**src/rtl/alt_vipitc_mode_bank_calc_if.sv**
```systemverilog
// Bus bundle between the control-port slave, the mode bank calculator and the IS2Vid timing generator.
// Carries bank writes, calculation requests, the frame boundary and the live timing set.
interface alt_vipitc_mode_bank_calc_if #(
   parameter int unsigned WIDTH     = 16,
   parameter int unsigned MODE_BITS = 2
);
   logic                 wr_en;
   logic [MODE_BITS-1:0] wr_mode;
   logic [3:0]           wr_addr;
   logic [WIDTH-1:0]     wr_data;
   logic                 wr_err;
   logic                 calc_req;
   logic [MODE_BITS-1:0] calc_mode;
   logic                 calc_busy;
   logic                 frame_start;
   logic                 commit;
   logic [MODE_BITS-1:0] active_mode;
   logic                 interlaced;
   logic                 serial_output;
   logic [WIDTH-1:0]     h_total_minus_one;
   logic [WIDTH-1:0]     v_total_minus_one;
   logic [WIDTH-1:0]     ap_line_end;
   logic [WIDTH-1:0]     h_blank;
   logic [WIDTH-1:0]     sav;
   logic [WIDTH-1:0]     h_sync_start;
   logic [WIDTH-1:0]     h_sync_end;
   logic [WIDTH-1:0]     f2_v_start;
   logic [WIDTH-1:0]     f1_v_start;
   logic [WIDTH-1:0]     f1_v_end;
   logic [WIDTH-1:0]     f2_v_sync_start;
   logic [WIDTH-1:0]     f2_v_sync_end;
   logic [WIDTH-1:0]     f1_v_sync_start;
   logic [WIDTH-1:0]     f1_v_sync_end;

   modport master (
      output wr_en, wr_mode, wr_addr, wr_data, calc_req, calc_mode, frame_start,
      input  wr_err, calc_busy, commit, active_mode, interlaced, serial_output,
             h_total_minus_one, v_total_minus_one, ap_line_end, h_blank, sav,
             h_sync_start, h_sync_end, f2_v_start, f1_v_start, f1_v_end,
             f2_v_sync_start, f2_v_sync_end, f1_v_sync_start, f1_v_sync_end
   );

   modport slave (
      input  wr_en, wr_mode, wr_addr, wr_data, calc_req, calc_mode, frame_start,
      output wr_err, calc_busy, commit, active_mode, interlaced, serial_output,
             h_total_minus_one, v_total_minus_one, ap_line_end, h_blank, sav,
             h_sync_start, h_sync_end, f2_v_start, f1_v_start, f1_v_end,
             f2_v_sync_start, f2_v_sync_end, f1_v_sync_start, f1_v_sync_end
   );
endinterface

```
**src/rtl/alt_vipitc_mode_bank_calc.sv**
```systemverilog
// Stored video-mode bank with a sequential timing calculator sharing one adder/subtractor.
// Results are built in shadow registers and go live together on a frame boundary.
module alt_vipitc_mode_bank_calc #(
   parameter int unsigned WIDTH     = 16,
   parameter int unsigned NUM_MODES = 4,
   parameter int unsigned MODE_BITS = 2
) (
   input  logic clk,
   input  logic rst,
   alt_vipitc_mode_bank_calc_if.slave bus
);

   localparam int unsigned NUM_FIELDS = 16;
   localparam int unsigned STEP_BITS  = 4;
   localparam logic [STEP_BITS-1:0] LAST_STEP  = STEP_BITS'(NUM_FIELDS - 1);
   localparam logic [MODE_BITS:0]   MODE_LIMIT = (MODE_BITS + 1)'(NUM_MODES);

   localparam logic [1:0] IDLE = 2'd0;
   localparam logic [1:0] CALC = 2'd1;
   localparam logic [1:0] PEND = 2'd2;

   // Descriptor field indices
   localparam int unsigned F_FLAGS = 0,  F_SAMPLES = 1,  F_LINES_F0 = 2,  F_LINES_F1 = 3;
   localparam int unsigned F_H_FP  = 4,  F_H_SYNC  = 5,  F_H_BLANK  = 6,  F_V_FP     = 7;
   localparam int unsigned F_V_SYNC = 8, F_V_BLANK = 9,  F_V1_FP    = 10, F_V1_SYNC  = 11;
   localparam int unsigned F_V1_BLANK = 12, F_AP_LINE = 13, F_V1_RISE = 14, F_TRS = 15;

   // Shadow slot written by each calculation step (slot index == step number)
   localparam int unsigned S_VACT = 0,  S_F2_V_START = 1,  S_V_TOTAL = 2,  S_V_TOTAL_M1 = 3;
   localparam int unsigned S_AP_END = 4, S_H_TOTAL = 5,    S_H_TOTAL_M1 = 6, S_SAV = 7;
   localparam int unsigned S_HS_START = 8, S_HS_END = 9,   S_F1_V_START = 10, S_F1_V_END = 11;
   localparam int unsigned S_F2_VS_START = 12, S_F2_VS_END = 13, S_F1_VS_START = 14, S_F1_VS_END = 15;

   logic [WIDTH-1:0]     bank [NUM_MODES][NUM_FIELDS];
   logic [WIDTH-1:0]     sh   [NUM_FIELDS];
   logic [WIDTH-1:0]     fld  [NUM_FIELDS];
   logic                 sh_il, sh_ser;
   logic [WIDTH-1:0]     sh_h_blank;
   logic [1:0]           state, state_nxt;
   logic [STEP_BITS-1:0] step;
   logic [MODE_BITS-1:0] mode_q;
   logic                 start_c, commit_c, calc_ok_c, wr_drop_c, il_c;
   logic [WIDTH-1:0]     op_a, op_b, alu_c;
   logic                 op_sub;

   assign calc_ok_c = ({1'b0, bus.calc_mode} < MODE_LIMIT);
   // A write is dropped for an absent mode or for the mode currently being calculated
   assign wr_drop_c = ({1'b0, bus.wr_mode} >= MODE_LIMIT) ||
                      ((state != IDLE) && (bus.wr_mode == mode_q));

   always_ff @(posedge clk or posedge rst) begin
      if (rst) state <= IDLE;
      else     state <= state_nxt;
   end

   always_comb begin
      state_nxt = state;
      start_c   = 1'b0;
      commit_c  = 1'b0;
      case (state)
         IDLE: if (bus.calc_req && calc_ok_c) begin
                  state_nxt = CALC;
                  start_c   = 1'b1;
               end
         CALC: if (step == LAST_STEP) state_nxt = PEND;
         PEND: if (bus.frame_start) begin
                  state_nxt = IDLE;
                  commit_c  = 1'b1;
               end
         default: state_nxt = IDLE;
      endcase
   end

   always_comb begin
      for (int i = 0; i < NUM_FIELDS; i++) fld[i] = bank[mode_q][i];
   end

   assign il_c = fld[F_FLAGS][0];

   // Step schedule for the shared ALU; later steps reuse earlier shadow results
   always_comb begin
      op_a   = '0;
      op_b   = '0;
      op_sub = 1'b0;
      case (int'(step))
         S_VACT:        begin op_a = fld[F_LINES_F0]; op_b = il_c ? fld[F_LINES_F1] : '0; end
         S_F2_V_START:  begin op_a = sh[S_VACT];      op_b = il_c ? fld[F_V1_BLANK] : '0; end
         S_V_TOTAL:     begin op_a = sh[S_F2_V_START]; op_b = fld[F_V_BLANK]; end
         S_V_TOTAL_M1:  begin op_a = sh[S_V_TOTAL];   op_b = WIDTH'(1); op_sub = 1'b1; end
         S_AP_END:      begin op_a = sh[S_V_TOTAL];   op_b = fld[F_AP_LINE]; op_sub = 1'b1; end
         S_H_TOTAL:     begin op_a = fld[F_SAMPLES];  op_b = fld[F_H_BLANK]; end
         S_H_TOTAL_M1:  begin op_a = sh[S_H_TOTAL];   op_b = WIDTH'(1); op_sub = 1'b1; end
         S_SAV:         begin op_a = fld[F_H_BLANK];  op_b = WIDTH'(fld[F_TRS][3:0]); op_sub = 1'b1; end
         S_HS_START:    begin op_a = fld[F_H_FP];     op_b = '0; end
         S_HS_END:      begin op_a = fld[F_H_FP];     op_b = fld[F_H_SYNC]; end
         S_F1_V_START:  begin op_a = fld[F_V1_RISE];  op_b = fld[F_AP_LINE]; op_sub = 1'b1; end
         S_F1_V_END:    begin op_a = sh[S_F1_V_START]; op_b = fld[F_V1_BLANK]; end
         S_F2_VS_START: begin op_a = sh[S_F2_V_START]; op_b = fld[F_V_FP]; end
         S_F2_VS_END:   begin op_a = sh[S_F2_VS_START]; op_b = fld[F_V_SYNC]; end
         S_F1_VS_START: begin op_a = sh[S_F1_V_START]; op_b = fld[F_V1_FP]; end
         S_F1_VS_END:   begin op_a = sh[S_F1_VS_START]; op_b = fld[F_V1_SYNC]; end
         default:       begin op_a = '0; op_b = '0; end
      endcase
      alu_c = op_sub ? (op_a - op_b) : (op_a + op_b);
   end

   always_ff @(posedge clk or posedge rst) begin
      if (rst) begin
         for (int m = 0; m < NUM_MODES; m++)
            for (int f = 0; f < NUM_FIELDS; f++) bank[m][f] <= '0;
         bus.wr_err <= 1'b0;
      end else begin
         bus.wr_err <= bus.wr_en && wr_drop_c;
         if (bus.wr_en && !wr_drop_c) bank[bus.wr_mode][bus.wr_addr] <= bus.wr_data;
      end
   end

   // Calculation sequencing and shadow capture
   always_ff @(posedge clk or posedge rst) begin
      if (rst) begin
         for (int i = 0; i < NUM_FIELDS; i++) sh[i] <= '0;
         sh_il         <= 1'b0;
         sh_ser        <= 1'b0;
         sh_h_blank    <= '0;
         step          <= '0;
         mode_q        <= '0;
         bus.calc_busy <= 1'b0;
         bus.commit    <= 1'b0;
      end else begin
         bus.calc_busy <= (state_nxt != IDLE);
         bus.commit    <= commit_c;
         if (start_c) begin
            mode_q <= bus.calc_mode;
            step   <= '0;
         end else if (state == CALC) begin
            step <= step + STEP_BITS'(1);
         end
         if (state == CALC) begin
            sh[step] <= alu_c;
            if (step == '0) begin
               sh_il      <= fld[F_FLAGS][0];
               sh_ser     <= fld[F_FLAGS][1];
               sh_h_blank <= fld[F_H_BLANK];
            end
         end
      end
   end

   // Live timing set: changes only on the commit edge
   always_ff @(posedge clk or posedge rst) begin
      if (rst) begin
         bus.active_mode       <= '0;
         bus.interlaced        <= 1'b0;
         bus.serial_output     <= 1'b0;
         bus.h_total_minus_one <= '0;
         bus.v_total_minus_one <= '0;
         bus.ap_line_end       <= '0;
         bus.h_blank           <= '0;
         bus.sav               <= '0;
         bus.h_sync_start      <= '0;
         bus.h_sync_end        <= '0;
         bus.f2_v_start        <= '0;
         bus.f1_v_start        <= '0;
         bus.f1_v_end          <= '0;
         bus.f2_v_sync_start   <= '0;
         bus.f2_v_sync_end     <= '0;
         bus.f1_v_sync_start   <= '0;
         bus.f1_v_sync_end     <= '0;
      end else if (commit_c) begin
         bus.active_mode       <= mode_q;
         bus.interlaced        <= sh_il;
         bus.serial_output     <= sh_ser;
         bus.h_total_minus_one <= sh[S_H_TOTAL_M1];
         bus.v_total_minus_one <= sh[S_V_TOTAL_M1];
         bus.ap_line_end       <= sh[S_AP_END];
         bus.h_blank           <= sh_h_blank;
         bus.sav               <= sh[S_SAV];
         bus.h_sync_start      <= sh[S_HS_START];
         bus.h_sync_end        <= sh[S_HS_END];
         bus.f2_v_start        <= sh[S_F2_V_START];
         bus.f1_v_start        <= sh[S_F1_V_START];
         bus.f1_v_end          <= sh[S_F1_V_END];
         bus.f2_v_sync_start   <= sh[S_F2_VS_START];
         bus.f2_v_sync_end     <= sh[S_F2_VS_END];
         bus.f1_v_sync_start   <= sh[S_F1_VS_START];
         bus.f1_v_sync_end     <= sh[S_F1_VS_END];
      end
   end

endmodule

```
**src/flat_wrapper.sv**
```systemverilog
// flat-port wrapper written by rule: the top's interface ports become plain ports
module alt_vipitc_mode_bank_calc_flat 
#(
   parameter int unsigned WIDTH     = 16,
   parameter int unsigned NUM_MODES = 4,
   parameter int unsigned MODE_BITS = 2
)
  (clk, rst, bus_wr_en, bus_wr_mode, bus_wr_addr, bus_wr_data, bus_calc_req, bus_calc_mode, bus_frame_start, bus_wr_err, bus_calc_busy, bus_commit, bus_active_mode, bus_interlaced, bus_serial_output, bus_h_total_minus_one, bus_v_total_minus_one, bus_ap_line_end, bus_h_blank, bus_sav, bus_h_sync_start, bus_h_sync_end, bus_f2_v_start, bus_f1_v_start, bus_f1_v_end, bus_f2_v_sync_start, bus_f2_v_sync_end, bus_f1_v_sync_start, bus_f1_v_sync_end);
  alt_vipitc_mode_bank_calc_if #(.WIDTH(WIDTH), .MODE_BITS(MODE_BITS)) bus_i ();
  input  logic clk;
  input  logic rst;
  input wire logic [$bits(bus_i.wr_en)-1:0] bus_wr_en;
  input wire logic [$bits(bus_i.wr_mode)-1:0] bus_wr_mode;
  input wire logic [$bits(bus_i.wr_addr)-1:0] bus_wr_addr;
  input wire logic [$bits(bus_i.wr_data)-1:0] bus_wr_data;
  input wire logic [$bits(bus_i.calc_req)-1:0] bus_calc_req;
  input wire logic [$bits(bus_i.calc_mode)-1:0] bus_calc_mode;
  input wire logic [$bits(bus_i.frame_start)-1:0] bus_frame_start;
  output wire logic [$bits(bus_i.wr_err)-1:0] bus_wr_err;
  output wire logic [$bits(bus_i.calc_busy)-1:0] bus_calc_busy;
  output wire logic [$bits(bus_i.commit)-1:0] bus_commit;
  output wire logic [$bits(bus_i.active_mode)-1:0] bus_active_mode;
  output wire logic [$bits(bus_i.interlaced)-1:0] bus_interlaced;
  output wire logic [$bits(bus_i.serial_output)-1:0] bus_serial_output;
  output wire logic [$bits(bus_i.h_total_minus_one)-1:0] bus_h_total_minus_one;
  output wire logic [$bits(bus_i.v_total_minus_one)-1:0] bus_v_total_minus_one;
  output wire logic [$bits(bus_i.ap_line_end)-1:0] bus_ap_line_end;
  output wire logic [$bits(bus_i.h_blank)-1:0] bus_h_blank;
  output wire logic [$bits(bus_i.sav)-1:0] bus_sav;
  output wire logic [$bits(bus_i.h_sync_start)-1:0] bus_h_sync_start;
  output wire logic [$bits(bus_i.h_sync_end)-1:0] bus_h_sync_end;
  output wire logic [$bits(bus_i.f2_v_start)-1:0] bus_f2_v_start;
  output wire logic [$bits(bus_i.f1_v_start)-1:0] bus_f1_v_start;
  output wire logic [$bits(bus_i.f1_v_end)-1:0] bus_f1_v_end;
  output wire logic [$bits(bus_i.f2_v_sync_start)-1:0] bus_f2_v_sync_start;
  output wire logic [$bits(bus_i.f2_v_sync_end)-1:0] bus_f2_v_sync_end;
  output wire logic [$bits(bus_i.f1_v_sync_start)-1:0] bus_f1_v_sync_start;
  output wire logic [$bits(bus_i.f1_v_sync_end)-1:0] bus_f1_v_sync_end;
  assign bus_i.wr_en = bus_wr_en;
  assign bus_i.wr_mode = bus_wr_mode;
  assign bus_i.wr_addr = bus_wr_addr;
  assign bus_i.wr_data = bus_wr_data;
  assign bus_i.calc_req = bus_calc_req;
  assign bus_i.calc_mode = bus_calc_mode;
  assign bus_i.frame_start = bus_frame_start;
  assign bus_wr_err = bus_i.wr_err;
  assign bus_calc_busy = bus_i.calc_busy;
  assign bus_commit = bus_i.commit;
  assign bus_active_mode = bus_i.active_mode;
  assign bus_interlaced = bus_i.interlaced;
  assign bus_serial_output = bus_i.serial_output;
  assign bus_h_total_minus_one = bus_i.h_total_minus_one;
  assign bus_v_total_minus_one = bus_i.v_total_minus_one;
  assign bus_ap_line_end = bus_i.ap_line_end;
  assign bus_h_blank = bus_i.h_blank;
  assign bus_sav = bus_i.sav;
  assign bus_h_sync_start = bus_i.h_sync_start;
  assign bus_h_sync_end = bus_i.h_sync_end;
  assign bus_f2_v_start = bus_i.f2_v_start;
  assign bus_f1_v_start = bus_i.f1_v_start;
  assign bus_f1_v_end = bus_i.f1_v_end;
  assign bus_f2_v_sync_start = bus_i.f2_v_sync_start;
  assign bus_f2_v_sync_end = bus_i.f2_v_sync_end;
  assign bus_f1_v_sync_start = bus_i.f1_v_sync_start;
  assign bus_f1_v_sync_end = bus_i.f1_v_sync_end;
  alt_vipitc_mode_bank_calc #(.WIDTH(WIDTH), .NUM_MODES(NUM_MODES), .MODE_BITS(MODE_BITS)) u_core (.clk(clk), .rst(rst), .bus(bus_i));
endmodule
```
**config.mk**
```make
export PLATFORM = sky130hd
export DESIGN_NAME = alt_vipitc_mode_bank_calc_flat
export DESIGN_NICKNAME = d
export VERILOG_FILES = /design/src/rtl/alt_vipitc_mode_bank_calc_if.sv /design/src/rtl/alt_vipitc_mode_bank_calc.sv /design/src/flat_wrapper.sv
export SDC_FILE = /design/constraint.sdc
export NUM_CORES = 2
export LEC_CHECK = 0
export CAP_MARGIN = 20
export CELL_PAD_IN_SITES_DETAIL_PLACEMENT = 0
export CELL_PAD_IN_SITES_GLOBAL_PLACEMENT = 1
export CORE_UTILIZATION = 50
export CTS_CLUSTER_DIAMETER = 150
export DETAILED_ROUTE_END_ITERATION = 10
export GPL_TIMING_DRIVEN = 0
export PLACE_DENSITY_LB_ADDON = 0.1
export SETUP_SLACK_MARGIN = 0.05
export SLEW_MARGIN = 10
export SYNTH_ARGS = -nofsm -noshare
export SYNTH_HDL_FRONTEND = slang
export SYNTH_SLANG_ARGS = --single-unit
export TNS_END_PERCENT = 5
```
**constraint.sdc**
```tcl
create_clock -name clk -period 68.5 [get_ports clk]
set_input_delay 13.7 -clock clk [delete_from_list [all_inputs] [get_ports clk]]
set_output_delay 13.7 -clock clk [all_outputs]
set_load 0.005 [all_outputs]
```
==> metrics.md <==
| Metric | Value |
|---|---|
| # setup viols final | 0 |
| Register share of total power | 31.2% |
| Sw Share | between 40% and 50% |
| Area delta synth->final | 16.5% |
| Starting density of the core | ~51% |
| Busiest grt layer | met2 |
| Crit path largest cell delay | approximately 970 ps |
| Final number of hold-violating endpoints | 0 |
| CP Cell Sequence | clkdlybuf4s50_1 -> xor2_1 -> nor3_1 -> nor2b_1 -> or3b_2 -> clkbuf_1 -> nor2_1 -> buf_2 -> mux2_2 |
| Dpl hpwl | approximately 160000 um |
| Final Cycle Share | 25.0% |
| Die area | ~130000 um2 |
| Share of cells above drive strength 1 | around 29% |
| Min-delay worst type | reg2reg |
| Yosys reg bits | around 1400 |
| Post-CTS sizing | 0 |
| FF-to-FF path depth | 25 |
| Crit-path max FO | 10 |
| Setup Fix Bufs, Post-CTS | 0 |
| Multi-input logic area | roughly 25000 um2 |
| Peak supply drop | between 70 and 80 uV |
| Nets | approximately 5400 |
| GRT overflow | 0 |
| Core area | around 120000 um2 |
| Max-Cap Viols | 0 |
| Comb power frac | between 40% and 50% |
| Fin cells | 7085 |
| Clk root buf | clkbuf_16 |
| Hold_sp | u_core.sh[105] |
| I/O pins | 260 |
| Htree depth | 4 |
| P_sw | about 1.7 mW |
| Status | complete, but fails checks |
| Drt wl/cell | around 31 um |
| FF-to-FF Start | u_core.mode_q[1] |
| FF-to-FF End | u_core.sh[218] |
| Post-CTS Hold Fix Bufs | 0 |
| Rel. slew slack | between 10 and 15% |
| Hold Crit Endpoint | u_core.bus.h_sync_end[9] |
| Biggest regs | u_core.bank x920, u_core.sh x256 |
| Clock power share | between 20% and 30% |
| 1st-iter DRT viols | ~4600 |
| Number of flops mapped to enable cells by yosys | 0 |
| Startpoint Class | input port |
| Top delay family on crit path | simple AND/OR/NAND/NOR gates |
| Drt pass-1 iters | 11 |
| Setup_tns | 0 ps |
| Mean Syn Cell Area | between 10 and 15 um2 |
| Arr. time, crit path | 17820 ps |
| Synthesized Nets | approximately 5000 |
| Register area share after synthesis | between 50% and 60% |
| CTS tree | built |
| Failing checks | DRC |
| Internal power | between 2 and 2.5 mW |
| Total power draw | 3.70 mW |
| DRC | 74 |
| Leading cell types in the layout, fill and taps excluded | dfrtp_1, nand2_1, mux2_2 |
| RSZ-0062 raised after global routing | no |
| Pre-CTS WS | approximately 50000 ps |
| # rows | approximately 130 |
| Vias in the first global route | 43600 |
| Buf/Inv on CP | 3 |
| Ys Warns | 0 |
| Worst Setup Path Type | in2reg |
| Slew @ Worst Pin | approximately 1300 ps |
| Initial antenna violation count | 9 |
| Input/output buffers | roughly 240 |
| Grt met3 use | under 10% |
| Met1 usage | 46.9% |
| Flop2flop setup slack | 59150 ps |
| Via count | around 43000 |
| Worst Hold Depth | 2 |
| Element type at the critical path end | flop |
| Cells after Synth | just under 5000 |
| Most common cell after layout, fill and taps aside | dfrtp_1 |
| Die X | ~360 um |
| Die H | between 300 and 400 um |
| Reg clk slew, reported paths | about 60 ps |
| Yosys cell types | slightly above 80 |
| WL final | 220000 um |
| Biggest register | u_core.bank |
| Placed cells | approximately 6800 |
| Filler instances | just over 10000 |
| Global placer's final weighted congestion | 0.912 |
| Final number of max-transition violations | 0 |
| Routed Antenna Nets | 0 |
| TritonCTS Sinks | about 1400 |
| First-pass GRT wire length | 318000 um |
| Global Route Usage Sum | approximately a third |
| Ys async rst share | 100% |
| Max reg flops | a little over 900 |
| Syn Std Cell Area | approximately 63000 um2 |
| Leak | around 35 nW |
| Worst-skew pair later-pin latency | around 800 ps |
| Fin crit period | 17160 ps |
| Main flop type after synthesis | dfrtp_1 |
| Slowest-stage cell, CP | nor2_1 |
| Via density | 6.13 |
| Met2 usage | approximately 57% |
| Clock skew | 26.3 ps |
| Largest net degree at the start of global routing | approximately 120 |
| Reg area | approximately 36000 um2 |
| Maximum clock path buffer count | 3 |
| Worst endpoint required time | a little under 70000 ps |
| Power per Cell Area | 50.7 nW/um2 |
| Fmax | approximately 58 MHz |
| Clock buffer count from CTS | around 150 |
| Min setup slack post-route | around 51000 ps |
## per-layer routing
metal | vias up | routed length [um]
met3 | 482 | 16200
met5 | - | 13
li1 | 18100 | -
met2 | 1855 | 105000
met1 | 22900 | 89000
met4 | 2 | 10300
## cell usage after synthesis (all sizes together) (38+ instances only)
cell type | number | area (um2)
buf | 99 | 612
mux2i | 64 | 641
nor2 | 79 | 317
mux2 | 963 | 10800
a22oi | 54 | 410
o21ai | 255 | 1280
mux4 | 197 | 4440
a21oi | 50 | 250
clkbuf | 302 | 1130
dfrtp | 1433 | 35900
nand2 | 996 | 3740
nand3 | 38 | 190
## metrics by stage
stage,util [%],hold slack (ps),instance area [um2]
finish,58.9,461,73000
floorplan,-,433,62600
global placement,54.1,447,67100
CTS,58.8,457,72900
global route,58.8,481,72900
detailed placement,54.6,449,67700
## power by group through the flow
| stage | Combinational [mW] | Sequential [mW] | Clock, mW |
|---|---|---|---|
| detailed placement | 1.67 | 1.16 | 0 |
| floorplan | 0.855 | 1.13 | 0 |
| CTS | 1.68 | 1.15 | 0.865 |
| global placement | 1.63 | 1.17 | 0 |
| global route | 1.75 | 1.17 | 0.900 |
| finish | 1.69 | 1.15 | 0.857 |
## kinds of logic (layout without fill, tap and decap cells)
| logic type | count (synthesis) | count (layout) | synth area share (%) |
|---|---|---|---|
| AOI/OAI and AO/OA | 524 | 524 | 5.37 |
| other | 0 | 9 | 0 |
| buffers and inverters | 414 | 966 | 2.87 |
| DFF | 1433 | 1433 | 57.3 |
| and+or+nand+nor | 1243 | 1243 | 8.24 |
| adders and majority gates | 21 | 21 | 0.432 |
| muxes | 1224 | 1224 | 25.4 |
| xor gates and xnor gates | 28 | 28 | 0.392 |
## final cells by class
| class | count | share of cell area [%] |
|---|---|---|
| tap | 1637 | 2.81 |
| inverter | 13 | 0.0772 |
| sequential | 1433 | 49.2 |
| clock inverter | 39 | 0.701 |
| clock buffer | 239 | 6.40 |
| timing repair buffer | 274 | 4.15 |
| buffer | 401 | 2.40 |
| antenna | 9 | 0.0309 |
| multi-input combinational | 3040 | 34.3 |
## worst max-delay path by stage
stage | cells past startpoint | to | start
after global routing | 9 | u_core.bank[837] | bus_wr_mode[0]
after CTS | 8 | u_core.bank[133] | bus_wr_mode[0]
after floorplan | 1 | u_core.bank[0] | rst
after global placement | 2 | u_core.bank[390] | rst
after detailed placement | 8 | u_core.bank[132] | bus_wr_mode[0]
final | 9 | u_core.bank[837] | bus_wr_mode[0]
## worst min-delay path: cells and delay by family (launching register included)
kind / cells / cell delay [ps]
DFF: 1 / 340
and+or+nand+nor: 2 / 100
Power figures use the tool's default switching activity.
